## config.mk

```make
export PLATFORM = sky130hd
export DESIGN_NAME = norflash_seq_driver_flat
export DESIGN_NICKNAME = d
export VERILOG_FILES = /design/src/rtl/norflash_seq_driver_if.sv /design/src/rtl/norflash_seq_driver.sv /design/src/flat_wrapper.sv
export SDC_FILE = /design/constraint.sdc
export NUM_CORES = 1
export LEC_CHECK = 0
export CAP_MARGIN = 20
export CELL_PAD_IN_SITES_DETAIL_PLACEMENT = 2
export CELL_PAD_IN_SITES_GLOBAL_PLACEMENT = 2
export CORE_MARGIN = 4
export CORE_UTILIZATION = 31
export CTS_CLUSTER_SIZE = 12
export DETAILED_ROUTE_END_ITERATION = 10
export PLACE_DENSITY = 0.92
export SYNTH_ARGS = -nofsm -noshare
export SYNTH_HDL_FRONTEND = slang
export SYNTH_SLANG_ARGS = --single-unit
```

## constraint.sdc

```tcl
create_clock -name sys_clk -period 4.7 [get_ports sys_clk]
set_input_delay 0.47 -clock sys_clk [delete_from_list [all_inputs] [get_ports sys_clk]]
set_output_delay 0.47 -clock sys_clk [all_outputs]
set_load 0.1 [all_outputs]
```

## src/rtl/norflash_seq_driver_if.sv

```systemverilog
// Command bus between the sequence driver (master) and the NOR flash controller (slave).
interface norflash_seq_driver_if #(
  parameter int unsigned ASIZE = 22,
  parameter int unsigned DSIZE = 8
);
  logic             flash_req_o;
  logic [2:0]       sys_cmd_o;
  logic [ASIZE-1:0] sys_rd_addr_o;
  logic [ASIZE-1:0] sys_wr_addr_o;
  logic [DSIZE-1:0] sys_wr_data_o;
  logic             flash_done_i;
  logic [DSIZE-1:0] flash_rd_data_i;

  modport master (
    output flash_req_o,
    output sys_cmd_o,
    output sys_rd_addr_o,
    output sys_wr_addr_o,
    output sys_wr_data_o,
    input  flash_done_i,
    input  flash_rd_data_i
  );

  modport slave (
    input  flash_req_o,
    input  sys_cmd_o,
    input  sys_rd_addr_o,
    input  sys_wr_addr_o,
    input  sys_wr_data_o,
    output flash_done_i,
    output flash_rd_data_i
  );
endinterface

```

## src/rtl/norflash_seq_driver.sv

```systemverilog
// Key-triggered NOR flash self-test: sector erase, BURST_LEN writes, BURST_LEN verified reads.
// Optional per-command wait timeout enabled by defining NORFLASH_SEQ_TIMEOUT_EN.
module norflash_seq_driver #(
  parameter int unsigned ASIZE          = 22,
  parameter int unsigned DSIZE          = 8,
  parameter int unsigned SECTOR_LSB     = 13,
  parameter int unsigned BURST_LEN      = 4,
  parameter int unsigned DATA_SEED      = 'hCC,
  parameter int unsigned TIMEOUT_CYCLES = 1000000
) (
  input  logic                        sys_clk,
  input  logic                        sys_rst_n,
  input  logic                        k1_n,
  input  logic [ASIZE-SECTOR_LSB-1:0] sector_i,
  norflash_seq_driver_if.master       flash_if,
  output logic                        busy_o,
  output logic                        pass_o,
  output logic                        fail_o,
  output logic [7:0]                  err_cnt_o,
  output logic                        timeout_o
);

  localparam int unsigned      IDX_W    = (BURST_LEN > 1) ? $clog2(BURST_LEN) : 1;
  localparam int unsigned      SEC_W    = ASIZE - SECTOR_LSB;
  localparam logic [IDX_W-1:0] LAST_IDX = IDX_W'(BURST_LEN - 1);
  localparam logic [DSIZE-1:0] SEED     = DSIZE'(DATA_SEED);

  localparam logic [2:0] CMD_READ  = 3'b000;
  localparam logic [2:0] CMD_WRITE = 3'b001;
  localparam logic [2:0] CMD_ERASE = 3'b010;

  typedef enum logic [2:0] {
    S_IDLE,
    S_ER_REQ,
    S_ER_WAIT,
    S_WR_REQ,
    S_WR_WAIT,
    S_RD_REQ,
    S_RD_WAIT,
    S_DONE
  } state_t;

  state_t           r_state;
  logic             r_k1_s1;
  logic             r_k1_s2;
  logic             r_k1_s3;
  logic [SEC_W-1:0] r_sector;
  logic [IDX_W-1:0] r_idx;
  logic             r_req;
  logic [2:0]       r_cmd;
  logic [ASIZE-1:0] r_rd_addr;
  logic [ASIZE-1:0] r_wr_addr;
  logic [DSIZE-1:0] r_wr_data;
  logic             r_busy;
  logic             r_pass;
  logic             r_fail;
  logic [7:0]       r_err;

  logic             w_start;
  logic             w_accept;
  logic [ASIZE-1:0] w_start_base;
  logic [ASIZE-1:0] w_base;
  logic [IDX_W-1:0] w_idx_next;
  logic [ASIZE-1:0] w_addr_next;
  logic [DSIZE-1:0] w_data_next;
  logic [DSIZE-1:0] w_expected;
  logic             w_last;
  logic             w_mismatch;
  logic [7:0]       w_err_upd;
  logic             w_wait_expired;

  // Key synchroniser plus one delay stage; start fires on the synchronised falling edge.
  always_ff @(posedge sys_clk or negedge sys_rst_n) begin
    if (!sys_rst_n) begin
      r_k1_s1 <= 1'b1;
      r_k1_s2 <= 1'b1;
      r_k1_s3 <= 1'b1;
    end else begin
      r_k1_s1 <= k1_n;
      r_k1_s2 <= r_k1_s1;
      r_k1_s3 <= r_k1_s2;
    end
  end

  assign w_start  = ~r_k1_s2 & r_k1_s3;
  assign w_accept = w_start & ((r_state == S_IDLE) || (r_state == S_DONE));

  // The erase is issued on the same edge that latches the sector, so it uses sector_i directly.
  assign w_start_base = {sector_i, {SECTOR_LSB{1'b0}}};
  assign w_base       = {r_sector, {SECTOR_LSB{1'b0}}};
  assign w_idx_next   = r_idx + IDX_W'(1);
  assign w_addr_next  = w_base + ASIZE'(w_idx_next);
  assign w_data_next  = SEED + DSIZE'(w_idx_next);
  assign w_expected   = SEED + DSIZE'(r_idx);
  assign w_last       = (r_idx == LAST_IDX);
  assign w_mismatch   = (flash_if.flash_rd_data_i != w_expected);
  assign w_err_upd    = !w_mismatch     ? r_err :
                        (r_err == 8'hFF) ? r_err : r_err + 8'd1;

`ifdef NORFLASH_SEQ_TIMEOUT_EN
  localparam int unsigned TO_W = $clog2(TIMEOUT_CYCLES + 1);

  logic [TO_W-1:0] r_to_cnt;
  logic            r_timeout;
  logic            w_in_wait;
  logic            w_in_req;

  assign w_in_wait = (r_state == S_ER_WAIT) || (r_state == S_WR_WAIT) || (r_state == S_RD_WAIT);
  assign w_in_req  = (r_state == S_ER_REQ)  || (r_state == S_WR_REQ)  || (r_state == S_RD_REQ);
  // A done arriving on the limit cycle takes priority over the timeout.
  assign w_wait_expired = w_in_wait && !flash_if.flash_done_i &&
                          (r_to_cnt == TO_W'(TIMEOUT_CYCLES - 1));

  always_ff @(posedge sys_clk or negedge sys_rst_n) begin
    if (!sys_rst_n) begin
      r_to_cnt  <= '0;
      r_timeout <= 1'b0;
    end else begin
      if (w_in_req) begin
        r_to_cnt <= '0;
      end else if (w_in_wait && !w_wait_expired) begin
        r_to_cnt <= r_to_cnt + TO_W'(1);
      end
      if (w_accept) begin
        r_timeout <= 1'b0;
      end else if (w_wait_expired) begin
        r_timeout <= 1'b1;
      end
    end
  end

  assign timeout_o = r_timeout;
`else
  localparam int unsigned unused_timeout_cycles = TIMEOUT_CYCLES;

  assign w_wait_expired = 1'b0;
  assign timeout_o      = 1'b0;
`endif

  always_ff @(posedge sys_clk or negedge sys_rst_n) begin
    if (!sys_rst_n) begin
      r_state   <= S_IDLE;
      r_sector  <= '0;
      r_idx     <= '0;
      r_req     <= 1'b0;
      r_cmd     <= CMD_READ;
      r_rd_addr <= '0;
      r_wr_addr <= '0;
      r_wr_data <= '0;
      r_busy    <= 1'b0;
      r_pass    <= 1'b0;
      r_fail    <= 1'b0;
      r_err     <= '0;
    end else begin
      case (r_state)
        S_IDLE, S_DONE: begin
          if (w_accept) begin
            r_sector  <= sector_i;
            r_pass    <= 1'b0;
            r_fail    <= 1'b0;
            r_err     <= '0;
            r_busy    <= 1'b1;
            r_idx     <= '0;
            r_req     <= 1'b1;
            r_cmd     <= CMD_ERASE;
            r_wr_addr <= w_start_base;
            r_state   <= S_ER_REQ;
          end
        end

        S_ER_REQ: begin
          r_req   <= 1'b0;
          r_state <= S_ER_WAIT;
        end

        S_WR_REQ: begin
          r_req   <= 1'b0;
          r_state <= S_WR_WAIT;
        end

        S_RD_REQ: begin
          r_req   <= 1'b0;
          r_state <= S_RD_WAIT;
        end

        S_ER_WAIT: begin
          if (flash_if.flash_done_i) begin
            r_idx     <= '0;
            r_req     <= 1'b1;
            r_cmd     <= CMD_WRITE;
            r_wr_addr <= w_base;
            r_wr_data <= SEED;
            r_state   <= S_WR_REQ;
          end else if (w_wait_expired) begin
            r_cmd   <= CMD_READ;
            r_busy  <= 1'b0;
            r_pass  <= 1'b0;
            r_fail  <= 1'b1;
            r_state <= S_DONE;
          end
        end

        S_WR_WAIT: begin
          if (flash_if.flash_done_i) begin
            r_req <= 1'b1;
            if (w_last) begin
              r_idx     <= '0;
              r_cmd     <= CMD_READ;
              r_rd_addr <= w_base;
              r_state   <= S_RD_REQ;
            end else begin
              r_idx     <= w_idx_next;
              r_cmd     <= CMD_WRITE;
              r_wr_addr <= w_addr_next;
              r_wr_data <= w_data_next;
              r_state   <= S_WR_REQ;
            end
          end else if (w_wait_expired) begin
            r_cmd   <= CMD_READ;
            r_busy  <= 1'b0;
            r_pass  <= 1'b0;
            r_fail  <= 1'b1;
            r_state <= S_DONE;
          end
        end

        S_RD_WAIT: begin
          if (flash_if.flash_done_i) begin
            r_err <= w_err_upd;
            if (w_last) begin
              r_cmd   <= CMD_READ;
              r_busy  <= 1'b0;
              r_pass  <= (w_err_upd == 8'd0);
              r_fail  <= (w_err_upd != 8'd0);
              r_state <= S_DONE;
            end else begin
              r_idx     <= w_idx_next;
              r_req     <= 1'b1;
              r_cmd     <= CMD_READ;
              r_rd_addr <= w_addr_next;
              r_state   <= S_RD_REQ;
            end
          end else if (w_wait_expired) begin
            r_cmd   <= CMD_READ;
            r_busy  <= 1'b0;
            r_pass  <= 1'b0;
            r_fail  <= 1'b1;
            r_state <= S_DONE;
          end
        end

        default: begin
          r_req   <= 1'b0;
          r_cmd   <= CMD_READ;
          r_busy  <= 1'b0;
          r_state <= S_IDLE;
        end
      endcase
    end
  end

  assign flash_if.flash_req_o   = r_req;
  assign flash_if.sys_cmd_o     = r_cmd;
  assign flash_if.sys_rd_addr_o = r_rd_addr;
  assign flash_if.sys_wr_addr_o = r_wr_addr;
  assign flash_if.sys_wr_data_o = r_wr_data;

  assign busy_o    = r_busy;
  assign pass_o    = r_pass;
  assign fail_o    = r_fail;
  assign err_cnt_o = r_err;

endmodule

```

## src/flat_wrapper.sv

```systemverilog
// flat-port wrapper written by rule: the top's interface ports become plain ports
module norflash_seq_driver_flat 
#(
  parameter int unsigned ASIZE          = 22,
  parameter int unsigned DSIZE          = 8,
  parameter int unsigned SECTOR_LSB     = 13,
  parameter int unsigned BURST_LEN      = 4,
  parameter int unsigned DATA_SEED      = 'hCC,
  parameter int unsigned TIMEOUT_CYCLES = 1000000
)
  (sys_clk, sys_rst_n, k1_n, sector_i, busy_o, pass_o, fail_o, err_cnt_o, timeout_o, flash_if_flash_req_o, flash_if_sys_cmd_o, flash_if_sys_rd_addr_o, flash_if_sys_wr_addr_o, flash_if_sys_wr_data_o, flash_if_flash_done_i, flash_if_flash_rd_data_i);
  norflash_seq_driver_if #(.ASIZE(ASIZE), .DSIZE(DSIZE)) flash_if_i ();
  input  logic sys_clk;
  input  logic sys_rst_n;
  input  logic k1_n;
  input  logic [ASIZE-SECTOR_LSB-1:0] sector_i;
  output logic busy_o;
  output logic pass_o;
  output logic fail_o;
  output logic [7:0] err_cnt_o;
  output logic timeout_o;
  output wire logic [$bits(flash_if_i.flash_req_o)-1:0] flash_if_flash_req_o;
  output wire logic [$bits(flash_if_i.sys_cmd_o)-1:0] flash_if_sys_cmd_o;
  output wire logic [$bits(flash_if_i.sys_rd_addr_o)-1:0] flash_if_sys_rd_addr_o;
  output wire logic [$bits(flash_if_i.sys_wr_addr_o)-1:0] flash_if_sys_wr_addr_o;
  output wire logic [$bits(flash_if_i.sys_wr_data_o)-1:0] flash_if_sys_wr_data_o;
  input wire logic [$bits(flash_if_i.flash_done_i)-1:0] flash_if_flash_done_i;
  input wire logic [$bits(flash_if_i.flash_rd_data_i)-1:0] flash_if_flash_rd_data_i;
  assign flash_if_flash_req_o = flash_if_i.flash_req_o;
  assign flash_if_sys_cmd_o = flash_if_i.sys_cmd_o;
  assign flash_if_sys_rd_addr_o = flash_if_i.sys_rd_addr_o;
  assign flash_if_sys_wr_addr_o = flash_if_i.sys_wr_addr_o;
  assign flash_if_sys_wr_data_o = flash_if_i.sys_wr_data_o;
  assign flash_if_i.flash_done_i = flash_if_flash_done_i;
  assign flash_if_i.flash_rd_data_i = flash_if_flash_rd_data_i;
  norflash_seq_driver #(.ASIZE(ASIZE), .DSIZE(DSIZE), .SECTOR_LSB(SECTOR_LSB), .BURST_LEN(BURST_LEN), .DATA_SEED(DATA_SEED), .TIMEOUT_CYCLES(TIMEOUT_CYCLES)) u_core (.sys_clk(sys_clk), .sys_rst_n(sys_rst_n), .k1_n(k1_n), .sector_i(sector_i), .flash_if(flash_if_i), .busy_o(busy_o), .pass_o(pass_o), .fail_o(fail_o), .err_cnt_o(err_cnt_o), .timeout_o(timeout_o));
endmodule
```

==> results of run 1 <==
worst paths after layout:
path | startpoint | to | slack (ps) | cells past startpoint
worst max-delay path | u_core.r_state[2] | u_core.err_cnt_o[3] | 2090 | 6
worst min-delay path | sys_rst_n | u_core.flash_if.sys_rd_addr_o[0] | 280 | 2
worst max register to register | u_core.r_state[2] | u_core.err_cnt_o[3] | 2090 | 6
worst min register to register | u_core.r_k1_s1 | u_core.r_k1_s2 | 370 | 0
max in group asynchronous | sys_rst_n | u_core.r_sector[8] | 3930 | 2
min in group sys_clk | u_core.r_k1_s1 | u_core.r_k1_s2 | 370 | 0
registers in the layout, summed over array words and instances (netlist names):
signal	cells
u_core.pass_o	1
u_core.r_idx	2
u_core.flash_if.flash_req_o	1
u_core.flash_if.sys_wr_data_o	3
u_core.r_k1_s1	1
u_core.r_k1_s3	1
u_core.flash_if.sys_wr_addr_o	11
u_core.flash_if.sys_rd_addr_o	11
u_core.busy_o	1
u_core.r_sector	9
u_core.r_state	3
u_core.flash_if.sys_cmd_o	2
u_core.err_cnt_o	8
u_core.r_k1_s2	1
u_core.fail_o	1
through the flow:
step / instance area [µm²] / instances / utilization [%]
2_1_floorplan: 3050 / 321 / -
3_3_place_gp: 3560 / 472 / 38.6
3_5_place_dp: 3560 / 472 / 38.6
4_1_cts: 3680 / 480 / 39.8
5_1_grt: 3680 / 480 / 39.8
6_report: 3680 / 480 / 39.8
cells in the mapped netlist, types with 4 or more instances:
master,number
and3_1,4
nand2b_1,4
mux2i_1,11
nor2_1,25
a31oi_1,4
a21oi_1,20
nand4_1,4
o21ai_0,20
dfrtp_1,53
o22ai_1,4
buf_1,4
inv_1,10
nand3_1,8
buf_4,29
mux2_2,19
nand2_1,21
buf_2,4
kinds of logic after synthesis:
group,count (synthesis)
AOI/OAI and AO/OA,68
adders and majority gates,2
DFF,56
xor gates and xnor gates,6
buffers and inverters,51
muxes,30
and+or+nand+nor,82
other,1
layout make-up:
class	instances	area, µm²	share of cell area, %
sequential	56	1410	38.2
multi-input combinational	214	1340	36.3
timing repair buffer	63	623	16.9
tap	129	161	4.38
clock buffer	5	68.8	1.87
clock inverter	3	47.5	1.29
inverter	10	37.5	1.02
routing by layer:
layer	track usage, %	wire length (µm)	up-vias
li1	-	-	1098
met4	3.33	57	0
met3	3.86	415	6
met1	18.7	3480	1229
met2	26.1	4240	71
met5	0	0	-
==> results.yml, run 1 <==
global_routing:
  grt.overflow.total: 0
  grt_pass1_wl_um: 13800
  grt_pass1_vias: 2713
  grt_antenna_before_repair: 0
  grt_max_degree: 57
  grt_util_all_layers_pct: 15.0
clock_network:
  root_buffer: "clkbuf_8"
  clock_sinks: 56
  cts_hold_buffers: 0
  cts_tree: "done"
  cts_buffer_depth: 2
  clock_latency_ps: 310
  post_cts_buffers: 0
  htree_levels: 2
  ctsResizeCount: 0
  cts_made_buffers: 5
  clk_pin_slew_worst_paths_ps: 110
synthesis:
  synthFlopType: "dfrtp_1"
  synth_enable_flop_cells: 0
  synth_compound_gate_area_share_pct: 14.9
  synth-simple-area-share_pct: 13.4
  yosysUniqueCellTypes: 47
  synthesis.area_um2: 2960
  yosysWarningCount: 0
  synth_fa_ha_area_share_pct: 0.847
  synth_xor_area_share_pct: 1.78
  synth_top_family_by_area: "compound AO/OA/AOI/OAI gates"
  ys_ff_latch: 56
  synthArstFlopShare_pct: 100
  synthMuxAreaShare_pct: 11.0
  syn_inst: 296
  syn_avg_cell_area_um2: 9.98
  synth.area.top_cells: "dfrtp_1, buf_4, mux2_2"
  synth_top_cell_by_area: "dfrtp_1"
  ys_seq_area_share_pct: 47.5
  yosysTopAreaCellShare_pct: 44.9
worst_setup_path:
  arrival_ps: 2830
  path_buf_inv: 0
  crit_fanout: 20
  cp_cell_sequence: "nand2_1 > nor2_1 > o21ai_1 > and2_1 > o21ai_0 > o31ai_1"
  crit_required_ps: 4920
  crit_path_end_kind: "register"
  crit_path_top_delay_cell: "o21ai_1"
  path_delay_family: "compound AO/OA/AOI/OAI gates"
  slowest_delay_ps: 850
  crit_path_start_kind: "register"
  worst-setup-path-type: "reg2reg"
timing:
  fmaxAchievable_ghz: 0.383
  hold_violations: 0
  tightest_slew_ps: 1080
  fin_crit_ps: 2610
  setup_ws_ps: 2090
  timing.hold.ws_ps: 284
  finalSetupViolations: 0
  slew_headroom_pct: 27.4
  finalSetupTns_ps: 0
  clock_skew_ps: 11.4
  drv_slew: 0
  rsz0062_at_grt: "no"
  post-route-period-util_pct: 55.6
cells_and_area:
  nFillCells: 1014
  nNetsFinal: 373
  num_antenna_cells: 0
  area_growth_pct: 24.6
  drive_above_1_share_pct: 12.3
  layout_commonest_cell: "clkdlybuf4s50_1"
  final_cell_mix: "clkdlybuf4s50_1, dfrtp_1, conb_1, nor2_1, nand2_1"
placement:
  pre_cts_slack_ps: 1790
  port-buffer-count: 62
  place_hpwl_um: 6120
  gp_congestion: 0.813
routing:
  vias: 2404
  drtPass1Iterations: 4
  ant_nets: 0
  drt_iter0_drc: 84
  drc: 0
  via_per_inst: 5.01
  routedWlPerCell_um: 17.1
  routed_wl_um: 8200
floorplan:
  row_count: 35
  core_um2: 9240
  initial_core_util_pct: 32.0
  fp.dieArea_um2: 11200
  die_x_um: 106
  fp.dieH_um: 106
  top_level_ports: 89
outcome:
  run_status: "finished clean"
flow_run:
  max-cap-violations: 0
hold_path:
  hp-class: "in2async"
Power of run 1 is left out: the tool's default activity adds up to more than one toggle a clock period on the data nets, which glitch-free logic cannot reach.
==> inputs of run 2 (changes only) <==
--- a/config.mk
+++ b/config.mk
@@ -9,10 +9,10 @@
 export CELL_PAD_IN_SITES_DETAIL_PLACEMENT = 2
 export CELL_PAD_IN_SITES_GLOBAL_PLACEMENT = 2
 export CORE_MARGIN = 4
-export CORE_UTILIZATION = 31
+export CORE_UTILIZATION = 28
 export CTS_CLUSTER_SIZE = 12
 export DETAILED_ROUTE_END_ITERATION = 10
-export PLACE_DENSITY = 0.92
+export PLACE_DENSITY = 0.85
 export SYNTH_ARGS = -nofsm -noshare
 export SYNTH_HDL_FRONTEND = slang
 export SYNTH_SLANG_ARGS = --single-unit
==> constraint.sdc (replaced) <==
create_clock -name sys_clk -period 2.6 [get_ports sys_clk]
set_input_delay 0.26 -clock sys_clk [delete_from_list [all_inputs] [get_ports sys_clk]]
set_output_delay 0.26 -clock sys_clk [all_outputs]
set_load 0.1 [all_outputs]
==> results.yml, run 2 (same netlist as run 1, synthesis figures left out) <==
clock_network:
  ctsResizeCount: 0
  cts_hold_buffers: 0
  cts_made_buffers: 5
  clock_latency_ps: 310
  cts_buffer_depth: 2
  post_cts_buffers: 0
  clock_sinks: 56
  clk_pin_slew_worst_paths_ps: 110
  cts_tree: "done"
  root_buffer: "clkbuf_8"
  htree_levels: 2
outcome:
  violations: "negative hold slack"
  run_status: "finished, violations left"
global_routing:
  grt_max_degree: 30
  grt.overflow.total: 0
  grt_antenna_before_repair: 0
  grt_pass1_wl_um: 14300
  grt_pass1_vias: 2679
  grt_util_all_layers_pct: 14.0
worst_setup_path:
  crit_required_ps: 2810
  worst-setup-path-type: "reg2reg"
  rrSetupSlack_ps: 390
  crit_top_cell: "a21oi_1"
  cp_cell_sequence: "ha_1 > nand3_1 > a21oi_1 > a21oi_1 > nor2_1 > a32o_2"
  crit_path_start_kind: "register"
  ff2ff_path_depth: 6
  arrival_ps: 2420
  slowest_delay_ps: 540
  crit_path_top_delay_cell: "a21oi_1"
  crit_path_end_kind: "register"
  crit_fanout: 12
cells_and_area:
  num_antenna_cells: 0
  final_cell_mix: "buf_4, dfrtp_1, conb_1, nor2_1, nand2_1"
  nFillCells: 1151
  drive_above_1_share_pct: 26.9
  area_growth_pct: 23.5
  nNetsFinal: 383
  layout_commonest_cell: "buf_4"
floorplan:
  core_um2: 10300
  row_count: 37
  initial_core_util_pct: 28.6
  fp.dieH_um: 111
  fp.dieArea_um2: 12300
  top_level_ports: 89
  die_x_um: 111
timing:
  hold_violations: 14
  tightest_slew_ps: 696
  post-route-period-util_pct: 85.2
  drv_slew: 0
  setup_ws_ps: 386
  clock_skew_ps: 12.2
  fmaxAchievable_ghz: 0.452
  rsz0062_at_grt: "no"
  fin_crit_ps: 2210
  slew_headroom_pct: 53.6
  finalSetupTns_ps: 0
  finalSetupViolations: 0
  timing.hold.ws_ps: -21.0
routing:
  drc: 0
  ant_nets: 0
  routed_wl_um: 8380
  met1Wirelength_um: 3650
  top_layer: "met4"
  routedWlPerCell_um: 16.9
  drtPass1Iterations: 4
  via_per_inst: 4.77
  wl_met3_um: 374
  vias: 2372
  drt_iter0_drc: 60
  dr_wl_met2_um: 4340
placement:
  place_hpwl_um: 6530
  gp_congestion: 0.822
  port-buffer-count: 62
  pre_cts_slack_ps: 259
flow_run:
  max-cap-violations: 0
hold_path:
  hp-class: "in2async"
## run 2: worst paths after layout
kind | startpoint | endpoint
min | sys_rst_n | u_core.flash_if.sys_cmd_o[0]
max reg2reg | u_core.r_idx[0] | u_core.pass_o
min reg2reg | u_core.r_k1_s1 | u_core.r_k1_s2
max | u_core.r_idx[0] | u_core.pass_o
max in group asynchronous | sys_rst_n | u_core.err_cnt_o[1]
min in group sys_clk | u_core.r_k1_s1 | u_core.r_k1_s2
## run 2: through the flow
step	cell area, µm²	utilization, %	hold WS, ps	cells
after floorplan	3050	-	-35.6	321
after global placement	3560	34.5	338	489
after detailed placement	3560	34.5	349	489
after CTS	3650	35.4	0.640	497
after global routing	3650	35.4	20.1	497
final	3650	35.4	-21.0	497
## run 2: area by class of cell
class                      count  area, µm²  area share [%]
clock inverter                 3       22.5           0.617
sequential                    56       1410            38.6
multi-input combinational    214       1340            36.6
inverter                      10       37.5            1.03
timing repair buffer          73        606            16.6
clock buffer                   5       68.8            1.89
tap                          136        170            4.66
## run 2: metal layers
metal,global-route usage (%),vias up
li1,-,1110
met1,17.4,1201
met2,25.4,59
met3,3.22,2
met4,1.72,0
met5,0,-
## run 2: worst max-delay path, delay by kind of cell (launching register included)
family | cells | cell delay (ps)
AO/OA/AOI/OAI | 3 | 910
adder cells (fa/ha/maj) | 1 | 400
flip-flops | 1 | 490
AND/OR/NAND/NOR | 2 | 310
Power of run 2 is left out for the same reason.
==> inputs of run 3 (changes only) <==
--- a/config.mk
+++ b/config.mk
@@ -10,9 +10,11 @@
 export CELL_PAD_IN_SITES_GLOBAL_PLACEMENT = 2
 export CORE_MARGIN = 4
 export CORE_UTILIZATION = 28
+export CTS_CLUSTER_DIAMETER = 80
 export CTS_CLUSTER_SIZE = 12
 export DETAILED_ROUTE_END_ITERATION = 10
 export PLACE_DENSITY = 0.85
 export SYNTH_ARGS = -nofsm -noshare
 export SYNTH_HDL_FRONTEND = slang
 export SYNTH_SLANG_ARGS = --single-unit
+export TNS_END_PERCENT = 20
==> results of run 3 <==
Same layout as run 2: the final DEF is identical, and so are final timing and power.
Power of run 3 is left out for the same reason.
